--- src/rtl/sidisk_ctrl_if.sv ---
// ---------------------------------------------------------------------------
// sidisk_ctrl_if
// Bundles the CPU-side IO register window and the SRAM-side port of the
// RAM-disk controller.
//   io_sel/io_wr/io_rd/io_adr/io_wdata : IO register access from the CPU decode
//   io_rdata                           : register read data (combinational)
//   mem_busy                           : mapper currently owns the SRAM
//   sram_en/sram_we/sram_adr/sram_wdata: SRAM request driven by the controller
//   sram_rdata                         : SRAM read data
//   busy                               : controller has an access pending
// Modports: slave = the controller, master = the surrounding system.
// ---------------------------------------------------------------------------
interface sidisk_ctrl_if #(
  parameter int ADR_W = 19
);
  logic             io_sel;
  logic             io_wr;
  logic             io_rd;
  logic [2:0]       io_adr;
  logic [7:0]       io_wdata;
  logic [7:0]       io_rdata;
  logic             mem_busy;
  logic             sram_en;
  logic             sram_we;
  logic [ADR_W-1:0] sram_adr;
  logic [7:0]       sram_wdata;
  logic [7:0]       sram_rdata;
  logic             busy;

  modport slave (
    input  io_sel, io_wr, io_rd, io_adr, io_wdata, mem_busy, sram_rdata,
    output io_rdata, sram_en, sram_we, sram_adr, sram_wdata, busy
  );

  modport master (
    output io_sel, io_wr, io_rd, io_adr, io_wdata, mem_busy, sram_rdata,
    input  io_rdata, sram_en, sram_we, sram_adr, sram_wdata, busy
  );
endinterface

--- src/rtl/sidisk_ctrl.sv ---
// ---------------------------------------------------------------------------
// sidisk_ctrl
// IO-mapped RAM-disk controller for the expansion SRAM. The CPU reaches every
// SRAM byte through a small register window with an auto-incrementing
// pointer. SRAM cycles are slotted into gaps where the mapper does not own
// the SRAM; the CPU always wins and pre-empts an access in progress.
//
// Ports:
//   clk   : system clock, all state on the rising edge
//   reset : asynchronous, active-high reset
//   bus   : sidisk_ctrl_if.slave (IO window, SRAM port, busy flag)
//
// Register map (io_adr):
//   0 ADR_L  pointer[7:0]
//   1 ADR_M  pointer[15:8]
//   2 ADR_H  pointer[ADR_W-1:16], unused upper bits read 0
//   3 DATA   read: prefetched byte, write: byte to store at pointer
//   4 STATUS {5'b0, rdbuf_valid, overrun, busy}
//   5-7      read 0x00, writes ignored
// ---------------------------------------------------------------------------
module sidisk_ctrl #(
  parameter int ADR_W      = 19,
  parameter int ACC_CYCLES = 2
) (
  input  logic         clk,
  input  logic         reset,
  sidisk_ctrl_if.slave bus
);

  localparam logic [2:0] REG_ADR_L  = 3'd0;
  localparam logic [2:0] REG_ADR_M  = 3'd1;
  localparam logic [2:0] REG_ADR_H  = 3'd2;
  localparam logic [2:0] REG_DATA   = 3'd3;
  localparam logic [2:0] REG_STATUS = 3'd4;

  localparam logic [3:0] CNT_LOAD = 4'(ACC_CYCLES - 1);

  typedef enum logic [1:0] {
    IDLE      = 2'd0,
    WAIT_SLOT = 2'd1,
    ACCESS    = 2'd2
  } state_t;

  typedef enum logic {
    OP_RD = 1'b0,
    OP_WR = 1'b1
  } op_t;

  state_t           state_reg;
  state_t           state_next;
  op_t              op_reg;
  logic [3:0]       cnt_reg;
  logic [ADR_W-1:0] ptr_reg;
  logic [ADR_W-1:0] ptr_wr;
  logic [ADR_W-1:0] ptr_inc;
  logic [23:0]      ptr_pad;
  logic [7:0]       wdata_reg;
  logic [7:0]       rdbuf_reg;
  logic             rdbuf_valid_reg;
  logic             overrun_reg;

  logic             wr_ev;
  logic             rd_ev;
  logic             data_wr;
  logic             adr_wr;
  logic             data_rd;
  logic             stat_rd;
  logic             host_req;
  logic             accept;
  logic             reject;
  logic             slot_free;
  logic             acc_done;
  logic             busy_int;
  logic             sram_en_int;
  logic             sram_we_int;
  logic [7:0]       rdata;

  // -------------------------------------------------------------------------
  // Host decode. A write strobe shadows a simultaneous read strobe.
  // -------------------------------------------------------------------------
  assign wr_ev    = bus.io_sel & bus.io_wr;
  assign rd_ev    = bus.io_sel & bus.io_rd & ~bus.io_wr;
  assign data_wr  = wr_ev & (bus.io_adr == REG_DATA);
  assign adr_wr   = wr_ev & (bus.io_adr <= REG_ADR_H);
  assign data_rd  = rd_ev & (bus.io_adr == REG_DATA);
  assign stat_rd  = rd_ev & (bus.io_adr == REG_STATUS);

  // Pointer/data accesses are only taken while idle; anything arriving
  // during an access is dropped and flagged as an overrun.
  assign host_req = data_wr | adr_wr | data_rd;
  assign busy_int = (state_reg != IDLE);
  assign accept   = host_req & ~busy_int;
  assign reject   = host_req & busy_int;

  assign slot_free = ~bus.mem_busy;
  assign acc_done  = (state_reg == ACCESS) & slot_free & (cnt_reg == 4'd0);

  assign ptr_inc = ptr_reg + ADR_W'(1);
  assign ptr_pad = 24'(ptr_reg);

  // Pointer value after an ADR_x write: only the addressed byte changes.
  always_comb begin
    ptr_wr = ptr_reg;
    case (bus.io_adr)
      REG_ADR_L: ptr_wr[7:0]        = bus.io_wdata;
      REG_ADR_M: ptr_wr[15:8]       = bus.io_wdata;
      REG_ADR_H: ptr_wr[ADR_W-1:16] = bus.io_wdata[ADR_W-17:0];
      default:   ptr_wr             = ptr_reg;
    endcase
  end

  // -------------------------------------------------------------------------
  // FSM: state register
  // -------------------------------------------------------------------------
  always_ff @(posedge clk or posedge reset) begin
    if (reset) begin
      state_reg <= IDLE;
    end else begin
      state_reg <= state_next;
    end
  end

  // -------------------------------------------------------------------------
  // FSM: next state
  // -------------------------------------------------------------------------
  always_comb begin
    state_next = state_reg;
    case (state_reg)
      IDLE: begin
        if (accept) begin
          state_next = WAIT_SLOT;
        end
      end
      WAIT_SLOT: begin
        if (slot_free) begin
          state_next = ACCESS;
        end
      end
      ACCESS: begin
        if (!slot_free) begin
          // CPU pre-empts: drop the access and start over with a full count.
          state_next = WAIT_SLOT;
        end else if (cnt_reg == 4'd0) begin
          // A completed write always chains into a prefetch of the next byte.
          state_next = (op_reg == OP_WR) ? WAIT_SLOT : IDLE;
        end
      end
      default: state_next = IDLE;
    endcase
  end

  // -------------------------------------------------------------------------
  // FSM: outputs. Enable follows mem_busy combinationally so the SRAM is
  // released in the very cycle the mapper claims it.
  // -------------------------------------------------------------------------
  always_comb begin
    sram_en_int = 1'b0;
    sram_we_int = 1'b0;
    if ((state_reg == ACCESS) && slot_free) begin
      sram_en_int = 1'b1;
      sram_we_int = (op_reg == OP_WR);
    end
  end

  // -------------------------------------------------------------------------
  // Datapath registers
  // -------------------------------------------------------------------------
  always_ff @(posedge clk or posedge reset) begin
    if (reset) begin
      op_reg          <= OP_RD;
      cnt_reg         <= 4'd0;
      ptr_reg         <= '0;
      wdata_reg       <= 8'h00;
      rdbuf_reg       <= 8'h00;
      rdbuf_valid_reg <= 1'b0;
      overrun_reg     <= 1'b0;
    end else begin
      // Access length counter
      if ((state_reg == WAIT_SLOT) && slot_free) begin
        cnt_reg <= CNT_LOAD;
      end else if ((state_reg == ACCESS) && slot_free && (cnt_reg != 4'd0)) begin
        cnt_reg <= cnt_reg - 4'd1;
      end

      // Operation select
      if (accept) begin
        op_reg <= data_wr ? OP_WR : OP_RD;
      end else if (acc_done && (op_reg == OP_WR)) begin
        op_reg <= OP_RD;
      end

      if (accept && data_wr) begin
        wdata_reg <= bus.io_wdata;
      end

      // Pointer: ADR_x writes load a byte; DATA reads and completed writes
      // step it. Wraps naturally at 2^ADR_W.
      if (accept && adr_wr) begin
        ptr_reg <= ptr_wr;
      end else if (accept && data_rd) begin
        ptr_reg <= ptr_inc;
      end else if (acc_done && (op_reg == OP_WR)) begin
        ptr_reg <= ptr_inc;
      end

      // Read buffer: any accepted access invalidates it until the
      // follow-up prefetch lands.
      if (acc_done && (op_reg == OP_RD)) begin
        rdbuf_reg       <= bus.sram_rdata;
        rdbuf_valid_reg <= 1'b1;
      end else if (accept) begin
        rdbuf_valid_reg <= 1'b0;
      end

      // Sticky overrun, cleared by a STATUS read; a set takes precedence.
      if (reject) begin
        overrun_reg <= 1'b1;
      end else if (stat_rd) begin
        overrun_reg <= 1'b0;
      end
    end
  end

  // -------------------------------------------------------------------------
  // Register read mux
  // -------------------------------------------------------------------------
  always_comb begin
    rdata = 8'h00;
    case (bus.io_adr)
      REG_ADR_L:  rdata = ptr_pad[7:0];
      REG_ADR_M:  rdata = ptr_pad[15:8];
      REG_ADR_H:  rdata = ptr_pad[23:16];
      REG_DATA:   rdata = rdbuf_reg;
      REG_STATUS: rdata = {5'b00000, rdbuf_valid_reg, overrun_reg, busy_int};
      default:    rdata = 8'h00;
    endcase
  end

  assign bus.io_rdata   = rdata;
  assign bus.sram_en    = sram_en_int;
  assign bus.sram_we    = sram_we_int;
  assign bus.sram_adr   = ptr_reg;
  assign bus.sram_wdata = wdata_reg;
  assign bus.busy       = busy_int;

endmodule

--- src/flat_wrapper.sv ---
// flat-port wrapper written by rule: the top's interface ports become plain ports
module sidisk_ctrl_flat 
#(
  parameter int ADR_W      = 19,
  parameter int ACC_CYCLES = 2
)
  (clk, reset, bus_io_sel, bus_io_wr, bus_io_rd, bus_io_adr, bus_io_wdata, bus_mem_busy, bus_sram_rdata, bus_io_rdata, bus_sram_en, bus_sram_we, bus_sram_adr, bus_sram_wdata, bus_busy);
  sidisk_ctrl_if #(.ADR_W(ADR_W)) bus_i ();
  input  logic clk;
  input  logic reset;
  input wire logic [$bits(bus_i.io_sel)-1:0] bus_io_sel;
  input wire logic [$bits(bus_i.io_wr)-1:0] bus_io_wr;
  input wire logic [$bits(bus_i.io_rd)-1:0] bus_io_rd;
  input wire logic [$bits(bus_i.io_adr)-1:0] bus_io_adr;
  input wire logic [$bits(bus_i.io_wdata)-1:0] bus_io_wdata;
  input wire logic [$bits(bus_i.mem_busy)-1:0] bus_mem_busy;
  input wire logic [$bits(bus_i.sram_rdata)-1:0] bus_sram_rdata;
  output wire logic [$bits(bus_i.io_rdata)-1:0] bus_io_rdata;
  output wire logic [$bits(bus_i.sram_en)-1:0] bus_sram_en;
  output wire logic [$bits(bus_i.sram_we)-1:0] bus_sram_we;
  output wire logic [$bits(bus_i.sram_adr)-1:0] bus_sram_adr;
  output wire logic [$bits(bus_i.sram_wdata)-1:0] bus_sram_wdata;
  output wire logic [$bits(bus_i.busy)-1:0] bus_busy;
  assign bus_i.io_sel = bus_io_sel;
  assign bus_i.io_wr = bus_io_wr;
  assign bus_i.io_rd = bus_io_rd;
  assign bus_i.io_adr = bus_io_adr;
  assign bus_i.io_wdata = bus_io_wdata;
  assign bus_i.mem_busy = bus_mem_busy;
  assign bus_i.sram_rdata = bus_sram_rdata;
  assign bus_io_rdata = bus_i.io_rdata;
  assign bus_sram_en = bus_i.sram_en;
  assign bus_sram_we = bus_i.sram_we;
  assign bus_sram_adr = bus_i.sram_adr;
  assign bus_sram_wdata = bus_i.sram_wdata;
  assign bus_busy = bus_i.busy;
  sidisk_ctrl #(.ADR_W(ADR_W), .ACC_CYCLES(ACC_CYCLES)) u_core (.clk(clk), .reset(reset), .bus(bus_i));
endmodule
--- config.mk ---
export PLATFORM = sky130hd
export DESIGN_NAME = sidisk_ctrl_flat
export DESIGN_NICKNAME = d
export VERILOG_FILES = /design/src/rtl/sidisk_ctrl_if.sv /design/src/rtl/sidisk_ctrl.sv /design/src/flat_wrapper.sv
export SDC_FILE = /design/constraint.sdc
export NUM_CORES = 1
export LEC_CHECK = 0
export ABC_AREA = 1
export CORE_ASPECT_RATIO = 0.8
export CORE_UTILIZATION = 25
export DETAILED_ROUTE_END_ITERATION = 8
export GPL_TIMING_DRIVEN = 1
export PLACE_DENSITY = 0.53
export SLEW_MARGIN = 0
export SYNTH_ARGS = -nofsm -noshare
export SYNTH_HDL_FRONTEND = slang
export SYNTH_SLANG_ARGS = --single-unit
export TNS_END_PERCENT = 5
--- constraint.sdc ---
create_clock -name clk -period 1.7 [get_ports clk]
set_input_delay 0.17 -clock clk [delete_from_list [all_inputs] [get_ports clk]]
set_output_delay 0.17 -clock clk [all_outputs]
set_load 0.02 [all_outputs]
# Word level (Yosys, flattened, before mapping)
# Cells that the tools add are included.
[word_totals]
register_bits = 44
output_inout_bits = 38
wordCells = 88
input_bits = 25
[classes]
eq_ne = 12
n_lt_le_gt_ge = 1
bitwise_logic = 17
addsub = 2
mux = 24
reduce_logical = 22
[ops]
columns = ["op", "count"]
rows = [
  ["$mux W19", 3],
  ["$pmux W8 S5", 1],
  ["$add A19 B1 Y19 const B", 1],
  ["$mux W8", 2],
  ["$and A1 B1 Y1", 11],
  ["$mux W1", 10],
  ["$reduce_bool A2 Y1", 5],
  ["$logic_and A1 B1 Y1", 8],
  ["$mux W2", 4],
  ["$mux W4", 2],
  ["$ne A2 B2 Y1 const B", 4],
  ["$eq A3 B2 Y1 const B", 2],
  ["$pmux W2 S3", 1],
  ["$reduce_and A2 Y1", 3],
  ["$logic_not A4 Y1", 1],
  ["$not A1 Y1", 4],
  ["$reduce_bool A4 Y1", 1],
  ["$sub A4 B1 Y4 const B", 1],
  ["$eq A3 B1 Y1 const B", 1],
  ["$eq A3 B3 Y1 const B", 1],
  ["$le A3 B2 Y1 const B", 1],
  ["$logic_not A3 Y1", 1],
  ["$mux W3", 1],
  ["$ne A3 B3 Y1 const B", 1],
  ["other kinds (7)", 8],
]

# Longest topological paths before layout
# Gate-level depths: netlist (run 1).
[depth]
ltp_word = 8
depth_mapped = 12
mapped_depth_nobuf = 12

# Worst setup path before layout (run 1)
# Ideal clock, no wire load.
[synth_path]
kind = "register to register"
startpoint = "reg u_core.state_reg[0]"
endpoint = "reg u_core.ptr_reg[15] (netlist: u_core.bus.sram_adr[15])"
synth_period_minus_slack_ns = 1.677
arrival_time_ns = 1.604
path_buffers = 1
required_time_ns = 1.627
setup_ns = 0.073
stages_incl_launch_ff = 11
slack_ns = 0.023
cell_sequence = "dfrtp_1 inv_1 nand3_1 nor2_1 nand2_1 nand3_4 nand2_4 inv_2 buf_6 nor2_1 a21oi_2"
[synth_via]
elab_chain_cells = 6
word_cells_on_any_way = 14
classes_between = "eq/ne: 2; mux: 2; bitwise: 4; reduce/logical: 6"
[synth_rtl]
columns = ["item", "line_no", "rtl"]
rows = [
  ["from (decl)", "sidisk_ctrl.sv:49", "state_t state_reg;"],
  ["from (signal assigned)", "sidisk_ctrl.sv:119", "state_reg <= state_next;"],
  ["$eq A2 B2 Y1 / $reduce_bool A2 Y1 (equally long branches)", "sidisk_ctrl.sv:96, sidisk_ctrl.sv:91", ""],
  ["$and A1 B1 Y1 / $not A1 Y1 (equally long branches)", "sidisk_ctrl.sv:96, sidisk_ctrl.sv:92", ""],
  ["$and A1 B1 Y1 (on tied branches)", "sidisk_ctrl.sv:96, sidisk_ctrl.sv:92", ""],
  ["$logic_and A1 B1 Y1 (on tied branches)", "sidisk_ctrl.sv:202, sidisk_ctrl.sv:198, sidisk_ctrl.sv:200", ""],
  ["$reduce_bool A3 Y1 (no source line), or another cell as far along", "--", ""],
  ["$reduce_and A2 Y1 (no source line) / $mux W19 (equally long branches)", "--", ""],
  ["to (signal assigned)", "sidisk_ctrl.sv:199", "ptr_reg <= ptr_wr;"],
  ["to (signal assigned)", "sidisk_ctrl.sv:201", "ptr_reg <= ptr_inc;"],
  ["to (signal assigned)", "sidisk_ctrl.sv:203", "ptr_reg <= ptr_inc;"],
  ["to (decl)", "sidisk_ctrl.sv:53", "logic [ADR_W-1:0] ptr_reg;"],
]
# Several ways; a longest one is shown, not always the timed one.
# A chain may end at the register's enable or synchronous reset.

# Worst setup path after layout (run 1)
[layout_path]
startpoint = "in bus_io_adr[2]"
endpoint = "out bus_io_rdata[1]"
[layout_via]
elab_chain_cells = 2
word_cells_on_any_way = 6
classes_between = "eq/ne: 4; mux: 1; reduce/logical: 1"
[layout_rtl]
columns = ["item", "line_no", "rtl"]
rows = [
  ["from (decl)", "flat_wrapper.sv:14", "input wire logic [$bits(bus_i.io_adr)-1:0] bus_io_adr;"],
  ["$eq A3 B3 Y1, or another cell as far along", "sidisk_ctrl.sv:229", "case (bus.io_adr)"],
  ["$pmux W8 S5 *", "sidisk_ctrl.sv:229", ""],
  ["to (decl)", "flat_wrapper.sv:18", "output wire logic [$bits(bus_i.io_rdata)-1:0] bus_io_rdata;"],
]
# Mark *: on every way between the ends. The rest lies on a longest branch, timed or not.

==> flow_summary.ini, run 1 <==
[outcome]
status = finished clean

[clock_network]
cts-root-buf = clkbuf_16
htreeDepth = 2
clk_latency_ns = 0.29
cts.sinks = 44
cts_buffers = 5
ctsHoldBuffers = 0
cts_tree = yes
clock_path_buffers = 2
clkTransAtPathRegs_ns = 0.06

[placement]
place.port_buffers = 62
routabilityCongestion = 0.872
dpl-instance-area_um2 = 3950
dp_hpwl_um = 6980
place_inst = 630

[yosys]
synth_fp_nets = 403
synth.top_cell.area_share_pct = 40.7
ys_seq_area_share_pct = 40.7
synth.distinct_cells = 35
ys_warn_count = 0
synth_edf_count = 0
ys_ff_latch = 44
syn_area_um2 = 2710
synthTopCellsByCount = nand2_1 (117), dfrtp_1 (44), inv_1 (43), nor2_1 (39), nand3_1 (28)
async_flop_share_pct = 100
ys_top_cells_by_area = dfrtp_1 (41%), nand2_1 (16%), inv_1 (6.0%)
syn_inst = 376
syn_area_per_cell_um2 = 7.20
yosysMostFrequentCell = nand2_1
yosys_most_used_dff = dfrtp_1
synth.largest_area_cell = dfrtp_1

[pwr]
ir_worst_vdd_mv = 0.441
power_switching_mw = 2.66
p_int_mw = 3.79
seq_power_share_pct = 28.3
pwr-share-clk_pct = 17.8
p_per_area_nw_per_um2 = 1540
comb_power_share_pct = 53.9
p_leak_nw = 2.05
switching_share_pct = 41.2

[timing]
whs_ns = 0.220
setup-violations-final = 0
rsz0062_at_grt = true
fin_crit_ns = 1.64
slew_viol_final = 0
period_share_pct = 96.7
tightest_slew_ns = 0.402
slew_headroom_pct = 73.1
max_freq_mhz = 608
clock_skew_ns = 0.00962
hold_violations = 0

[finish]
diodes = 0
largest_reg_flops = 19
drive_gt1_share_pct = 24.0
fill_cells = 1105
nNetsFinal = 525
finalNonFillerCells = 639
synthToLayoutAreaGrowth_pct = 54.8
stdcell_area_um2 = 4190

[setup_path]
max_stage_delay_ns = 0.49
cp.depth = 9
cp-start-kind = input port
crit_path_frequent_cell = inv_2
worstPathMaxFanout = 5
cp.arrival_ns = 1.47
crit_path_top_delay_cell = clkdlybuf4s50_1
crit_type = in2out
cp_num_buf_inv = 4
end_kind = output pin
cp_top_family = buffers and inverters
cp.required_ns = 1.53
r2r_cells = 10
worstPathCellList = clkdlybuf4s50_1, inv_2, nand2_2, inv_2, nand2_1, o21ai_0, a21oi_2, o221ai_2, buf_4

[drt]
drt_wl_total_um = 9020
drt-vias-per-instance = 4.55
routedWlPerCell_um = 14.1
dr_total_vias = 2909
ant_nets = 0
route.detailed.drc = 0
drtIter0Drc = 255
dr.pass1.iters = 5

[run]
cap_violations = 0

[global_route]
grt_pass1_wl_um = 14700
gr-total-overflow = 0
grt_pass1_vias = 2793
grt_usage_pct = 17.0
grt_start_max_net_pins = 45
antenna_found_initial = 0

[die]
pin_count = 63
die_w_um = 118
start_util_pct = 26.0
rows = 33
fp.dieArea_um2 = 11300
core_um2 = 10400
die_h_um = 95.1

[hold_path]
hold_path_class = in2async
stage by stage:
stage	power, mW	util, %	worst slack [ns]	TNS [ns]
6_report	6.45	40.3	0.0555	0
5_1_grt	6.93	40.3	-0.0613	-0.199
4_1_cts	6.41	39.5	-0.154	-0.346
3_5_place_dp	5.26	38.0	-0.458	-7.76
3_3_place_gp	5.21	38.0	-0.450	-7.40
2_1_floorplan	3.48	-	0.0230	0
layout by cell type (no fill, tap or decap), drive strengths merged:
cell type / netlist / layout
clkdlybuf4s50: 0 / 48
clkinv: 1 / 4
a21oi: 16 / 16
clkbuf: 0 / 5
xnor2: 2 / 2
dlymetal6s2s: 0 / 3
dfrtp: 44 / 44
o2111ai: 1 / 1
o221ai: 5 / 5
nand4: 6 / 6
o211ai: 2 / 2
dlygate4sd2: 0 / 3
nor2: 45 / 45
o21ai: 28 / 28
nand2: 119 / 119
nor3b: 2 / 2
a22oi: 1 / 1
and2: 1 / 1
ha: 2 / 2
o22ai: 2 / 2
mux2: 4 / 4
inv: 47 / 46
nand3: 31 / 31
buf: 6 / 67
nor3: 6 / 6
xor2: 3 / 3
bufinv: 0 / 1
o31ai: 2 / 2
cell type report:
class	count	area (um2)	area share (%)
Sequential cell	44	1110	26.4
Clock inverter	3	47.5	1.13
Tap cell	140	175	4.18
Inverter	48	185	4.42
Multi-Input combinational cell	278	1450	34.5
Timing Repair Buffer	121	1100	26.4
Clock buffer	5	125	2.99
metal layers:
layer	track usage [%]	part of all wire [%]	vias up
li1	-	-	1466
met2	26.5	43	95
met5	0	0	-
met1	24.5	50	1336
met4	4.49	1.1	0
met3	2.69	5.8	12
worst paths after layout:
kind | slack (ns) | end | start
worst max-delay path | 0.06 | bus_io_rdata[1] | bus_io_adr[2]
worst min-delay path | 0.22 | u_core.bus.sram_wdata[2] | reset
worst max register to register | 0.08 | u_core.bus.sram_adr[15] | u_core.state_reg[1]
worst min register to register | 0.48 | u_core.rdbuf_reg[7] | u_core.rdbuf_reg[7]
max in group asynchronous | 1.20 | u_core.bus.sram_adr[1] | reset
min in group clk | 0.43 | u_core.rdbuf_reg[5] | bus_sram_rdata[5]
worst register-to-register path: stages, from the launching register on:
cell and delay, ns:
dfrtp_2 0.45, nor2_4 0.14, buf_12 0.12, nand2_4 0.05, nor2_8 0.10, inv_4 0.07, buf_12 0.14, buf_4 0.15
nor2_4 0.12, nor2_1 0.07, a21oi_2 0.14
logic make-up after synthesis:
| group | count (synthesis) | share of synthesized area [%] |
|---|---|---|
| buffers and inverters | 54 | 8.09 |
| and+or+nand+nor | 210 | 34.6 |
| DFF | 44 | 40.7 |
| xor gates and xnor gates | 5 | 1.62 |
| muxes | 4 | 1.66 |
| adders and majority gates | 2 | 0.924 |
| AOI/OAI and AO/OA | 57 | 12.5 |
power groups by stage:
stage / registers [mW] / clock network (mW) / logic [mW]
floorplan: 2.21 / 0 / 1.27
global placement: 1.81 / 0 / 3.40
detailed placement: 1.81 / 0 / 3.44
CTS: 1.81 / 1.18 / 3.42
global route: 1.88 / 1.23 / 3.83
finish: 1.82 / 1.15 / 3.47
timing repair:
| item | 4_1_cts | 5_1_grt |
|---|---|---|
| setup buffers | 0 | 1 |
| resized for setup | 37 | 44 |
| endpoints found under the setup margin | 18 | 31 |
| pin swaps | 0 | 8 |
No activity file was read; power rests on OpenSTA's default activity.
==> run 2, diff against run 1 <==
--- a/config.mk
+++ b/config.mk
@@ -10,7 +10,6 @@
 export CORE_UTILIZATION = 25
 export DETAILED_ROUTE_END_ITERATION = 8
 export GPL_TIMING_DRIVEN = 1
-export PLACE_DENSITY = 0.53
 export SLEW_MARGIN = 0
 export SYNTH_ARGS = -nofsm -noshare
 export SYNTH_HDL_FRONTEND = slang
==> run 2 against run 1 <==
Via count fell by 0.41%. Worst hold slack got worse by 0.0058 ns. First-iteration DRC count fell by 41%. Count of clock-buffer cells in the layout did not move. Worst setup slack improved by 0.0030 ns. Power fell by 2.5%.
==> flow_summary.ini, run 2 (synthesis gave the netlist of run 1 again) <==
[finish]
final_cell_mix = nand2_1 (116), buf_4 (55), clkdlybuf4s50_1 (47)
drive_gt1_share_pct = 21.4
largest_reg_flops = 19
diodes = 0
synthToLayoutAreaGrowth_pct = 51.5
nNetsFinal = 521
layout_commonest_cell = nand2_1

[setup_path]
worstPathMaxFanout = 4
cp.arrival_ns = 1.47
r2r_cells = 9
r2r_setup_slack_ns = 0.10
end_kind = output pin
crit_start = u_core.state_reg[0]
cp-start-kind = flop
r2r_start = u_core.state_reg[0]
rr_endpoint = u_core.bus.sram_adr[10]
crit_type = reg2out
cp.required_ns = 1.53

[global_route]
grt_use_met3_pct = 2.99
antenna_found_initial = 0
top_usage_layer = met2
grt_pass1_vias = 2768
grt_usage_pct = 16.6
use_met1_pct = 22.9
gr-total-overflow = 0
grt_start_max_net_pins = 45
met2_usage_pct = 26.3
grt_pass1_wl_um = 14200

[run]
cap_violations = 0

[drt]
dr_total_vias = 2897
ant_nets = 0
route.detailed.drc = 0
drt_wl_total_um = 8960
dr.pass1.iters = 4
routedWlPerCell_um = 14.1
drtIter0Drc = 151
drt-vias-per-instance = 4.56

[die]
pin_count = 63
rows = 33
die_w_um = 118
fp.dieArea_um2 = 11300
die_h_um = 95.1
start_util_pct = 26.0
core_um2 = 10400

[pwr]
power_switching_mw = 2.62
ir_worst_vdd_mv = 0.601
switching_share_pct = 41.7
p_total_mw = 6.28
p_per_area_nw_per_um2 = 1530
seq_power_share_pct = 29.3
p_int_mw = 3.66
pwr-share-clk_pct = 18.3
comb_power_share_pct = 52.4
p_leak_nw = 2.02

[timing]
slew_headroom_pct = 78.8
fin_tns_setup_ns = 0
fin_crit_ns = 1.64
tightest_slew_ns = 0.317
hold_violations = 0
clock_skew_ns = 0.0113
setup-violations-final = 0
max_freq_mhz = 609
slew_viol_final = 0
rsz0062_at_grt = true
whs_ns = 0.214
period_share_pct = 96.6

[clock_network]
ctsHoldBuffers = 0
clkTransAtPathRegs_ns = 0.07
clock_path_buffers = 2
cts_buffers = 5
cts-root-buf = clkbuf_16
cts.sinks = 44
clk_latency_ns = 0.30
cts_setup_buffers = 0
htreeDepth = 2
cts_tree = yes

[outcome]
status = finished clean

[hold_path]
hold_path_class = in2async

[placement]
routabilityCongestion = 0.920
place.port_buffers = 62
dp_hpwl_um = 7070
[run 2: cell types whose count changed in the layout (fill, tap and decap cells not counted), moves of 2 or more]
cell	delta
buf_6	-4
clkbuf_2	+4
clkinv_4	-2
inv_6	+2
nand2_1	+5
nand2_2	-5
nor2_2	-2
o21ai_0	+3
o21ai_1	-3
[run 2: layout make-up]
| class | count | area (um2) |
|---|---|---|
| well taps | 140 | 175 |
| inverters | 48 | 188 |
| fillers | 1094 | 6300 |
| clock buffers | 5 | 125 |
| repair buffers | 117 | 1040 |
| multi-input cells | 278 | 1430 |
| flip-flops and latches | 44 | 1100 |
| clock inverters | 3 | 46.3 |
[run 2: through the flow]
stage          setup slack, ns  instance area, um2  std cells  utilization [%]
4_1_cts                 -0.154                4080        635             39.2
5_1_grt                -0.0410                4100        635             39.4
6_report                0.0585                4100        635             39.4
2_1_floorplan           0.0230                2710        376                -
3_3_place_gp            -0.444                3920        627             37.7
3_5_place_dp            -0.504                3920        627             37.7
[run 2: per-layer routing]
| layer | vias to the layer above | routed length (um) |
|---|---|---|
| met5 | - | 0 |
| met4 | 0 | 107 |
| met3 | 8 | 561 |
| met2 | 75 | 4110 |
| met1 | 1356 | 4190 |
| li1 | 1458 | - |
[run 2: timing repair]
item | CTS | global route
gates resized for setup | 34 | 29
endpoints found under the setup margin | 16 | 39
pin swaps | 0 | 2
[run 2: worst max-delay path: stages (launching register included)]
cell	delay (ns)
dfrtp_1	0.41
inv_1	0.12
nand3_1	0.17
inv_1	0.13
dlygate4sd2_1	0.35
[run 2: how the worst max path moves through the flow]
stage | depth (start not counted) | to | slack, ns
2_1_floorplan | 10 | u_core.bus.sram_adr[15] | 0.02
3_3_place_gp | 8 | bus_io_rdata[6] | -0.44
3_5_place_dp | 8 | bus_io_rdata[6] | -0.50
4_1_cts | 9 | bus_io_rdata[2] | -0.15
5_1_grt | 9 | u_core.cnt_reg[0] | -0.04
6_report | 4 | bus_sram_en | 0.06
[run 2: power by group through the flow]
| stage | combinational (mW) | sequential, mW | clock, mW |
|---|---|---|---|
| global placement | 3.24 | 1.83 | 0 |
| finish | 3.29 | 1.84 | 1.15 |
| detailed placement | 3.29 | 1.84 | 0 |
| CTS | 3.27 | 1.83 | 1.18 |
| global route | 3.62 | 1.90 | 1.21 |
| floorplan | 1.27 | 2.21 | 0 |
==> run 3, diff against run 2 <==
--- a/config.mk
+++ b/config.mk
@@ -10,6 +10,7 @@
 export CORE_UTILIZATION = 25
 export DETAILED_ROUTE_END_ITERATION = 8
 export GPL_TIMING_DRIVEN = 1
+export PLACE_DENSITY_LB_ADDON = 0.12
 export SLEW_MARGIN = 0
 export SYNTH_ARGS = -nofsm -noshare
 export SYNTH_HDL_FRONTEND = slang
==> run 3 against run 2 <==
Count of clock-buffer cells in the layout up 1. Sequential power down 2%. Core utilization up 0.20 points. Clock power about the same. Sequential share of layout area down 0.20 points. Final area up 0.52%. Die area unchanged. Highest routed layer unchanged. Global-route usage up 0.59 points.
==> flow_summary.ini, run 3 (synthesis gave the netlist of run 1 again) <==
[outcome]
status = finished clean

[finish]
finalNonFillerCells = 641
seqCellArea_um2 = 1100
final_cell_mix = nand2_1 (116), buf_4 (60), clkdlybuf4s50_1 (46)
diodes = 0
synthToLayoutAreaGrowth_pct = 52.3
largest_reg_flops = 19
nNetsFinal = 527
multiInputGateArea_um2 = 1410
layout_commonest_cell = nand2_1
stdcell_area_um2 = 4120
drive_gt1_share_pct = 21.8
fill_cells = 1147

[setup_path]
cp.arrival_ns = 1.48
end_kind = output pin
worstPathMaxFanout = 5
max_stage_delay_ns = 0.45
crit_type = reg2out
cp.required_ns = 1.53
cp_num_buf_inv = 3
cp-start-kind = flop
worstPathCellList = nor2_4, inv_1, buf_4, dlygate4sd2_1
cp_top_family = buffers and inverters
crit_path_top_delay_cell = dfrtp_1

[clock_network]
htreeDepth = 2
cts.sinks = 44
cts_buffers = 5
cts-root-buf = clkbuf_16
cts_setup_buffers = 0
ctsHoldBuffers = 0
cts_tree = yes
clkTransAtPathRegs_ns = 0.07
clk_latency_ns = 0.29
clock_path_buffers = 2

[drt]
top_layer_used = met4
met1_length_um = 4890
drt_wl_total_um = 9280
dr.pass1.iters = 4
route.detailed.drc = 0
wl_met3_um = 539
ant_nets = 0
drtIter0Drc = 204
dr_total_vias = 2917
wl_met2_um = 3780
drt-vias-per-instance = 4.55
routedWlPerCell_um = 14.5

[placement]
routabilityCongestion = 0.884
dp_hpwl_um = 7310
place_inst = 633
dpl-instance-area_um2 = 3950
place.port_buffers = 62
pre_cts_ws_ns = -0.495

[timing]
fin_tns_setup_ns = 0
tightest_slew_ns = 0.297
period_share_pct = 96.8
setup-violations-final = 0
worst_slack_ns = 0.0543
max_freq_mhz = 608
slew_headroom_pct = 80.1
rsz0062_at_grt = true
slew_viol_final = 0
fin_crit_ns = 1.65
whs_ns = 0.231
hold_violations = 0
clock_skew_ns = 0.00646

[die]
core_um2 = 10400
start_util_pct = 26.0
fp.dieArea_um2 = 11300
die_w_um = 118
rows = 33
pin_count = 63
die_h_um = 95.1

[hold_path]
hold_path_class = in2async

[global_route]
antenna_found_initial = 0
grt_pass1_wl_um = 14800
gr-total-overflow = 0
grt_pass1_vias = 2834
grt_usage_pct = 17.2
grt_start_max_net_pins = 45

[pwr]
ir_worst_vdd_mv = 0.575
p_leak_nw = 2.08
p_per_area_nw_per_um2 = 1550

[run]
cap_violations = 0
[run 3: cell count changes in the layout (fill, tap and decap cells not counted), sizes merged]
cell | before | now
buf | 60 | 67
dlymetal6s2s | 3 | 5
clkdlybuf4s50 | 47 | 46
clkinvlp | 1 | 0
dlygate4sd2 | 3 | 2
[run 3: path summary, 6_finish.rpt]
kind / from / end / slack, ns / depth (start not counted)
setup / recovery: u_core.state_reg[1] / bus_busy / 0.05 / 4
hold / removal: reset / u_core.cnt_reg[0] / 0.23 / 3
setup reg to reg: u_core.cnt_reg[0] / u_core.bus.sram_adr[15] / 0.07 / 10
hold reg to reg: u_core.rdbuf_reg[7] / u_core.rdbuf_reg[7] / 0.48 / 2
max in group asynchronous: reset / u_core.bus.sram_adr[1] / 1.23 / 3
min in group clk: bus_sram_rdata[7] / u_core.rdbuf_reg[7] / 0.43 / 3
[run 3: worst reg2reg max path: cells and delay by family, from the launching register on]
family,cells,cell delay (ns)
buffers and inverters,3,0.31
AOI/OAI and AO/OA,1,0.06
DFF,1,0.37
adders and majority gates,1,0.14
and+or+nand+nor,5,0.63
[run 3: metrics by stage]
step | total power [mW] | util, %
after CTS | 6.39 | 39.4
after global routing | 6.85 | 39.6
final | 6.38 | 39.6
after global placement | 5.21 | 38.0
after detailed placement | 5.23 | 38.0
after floorplan | 3.48 | -
[run 3: timing repair]
item,in CTS,in global routing
resized for setup,36,21
hold endpoints to repair,0,0
pin swaps,0,2
setup endpoints to repair,19,44
[run 3: per-layer routing]
layer | global-route usage, % | vias to the layer above
li1 | - | 1474
met1 | 25.5 | 1352
met2 | 25.3 | 86
met3 | 3.29 | 5
met4 | 4.17 | 0
met5 | 0 | -
[run 3: where the power goes]
part | internal [mW] | switching (mW)
Clock | 0.737 | 0.432
Combinational | 1.51 | 1.89
Sequential | 1.49 | 0.308
Total | 3.74 | 2.63
[run 3: final cells by class]
cell class              count  area share (%)
well taps                 140            4.25
clock buffers               6            3.37
clock inverters             2           0.941
multi-input cells         278            34.3
flip-flops and latches     44            26.7
inverters                  48            4.49
repair buffers            123            26.0
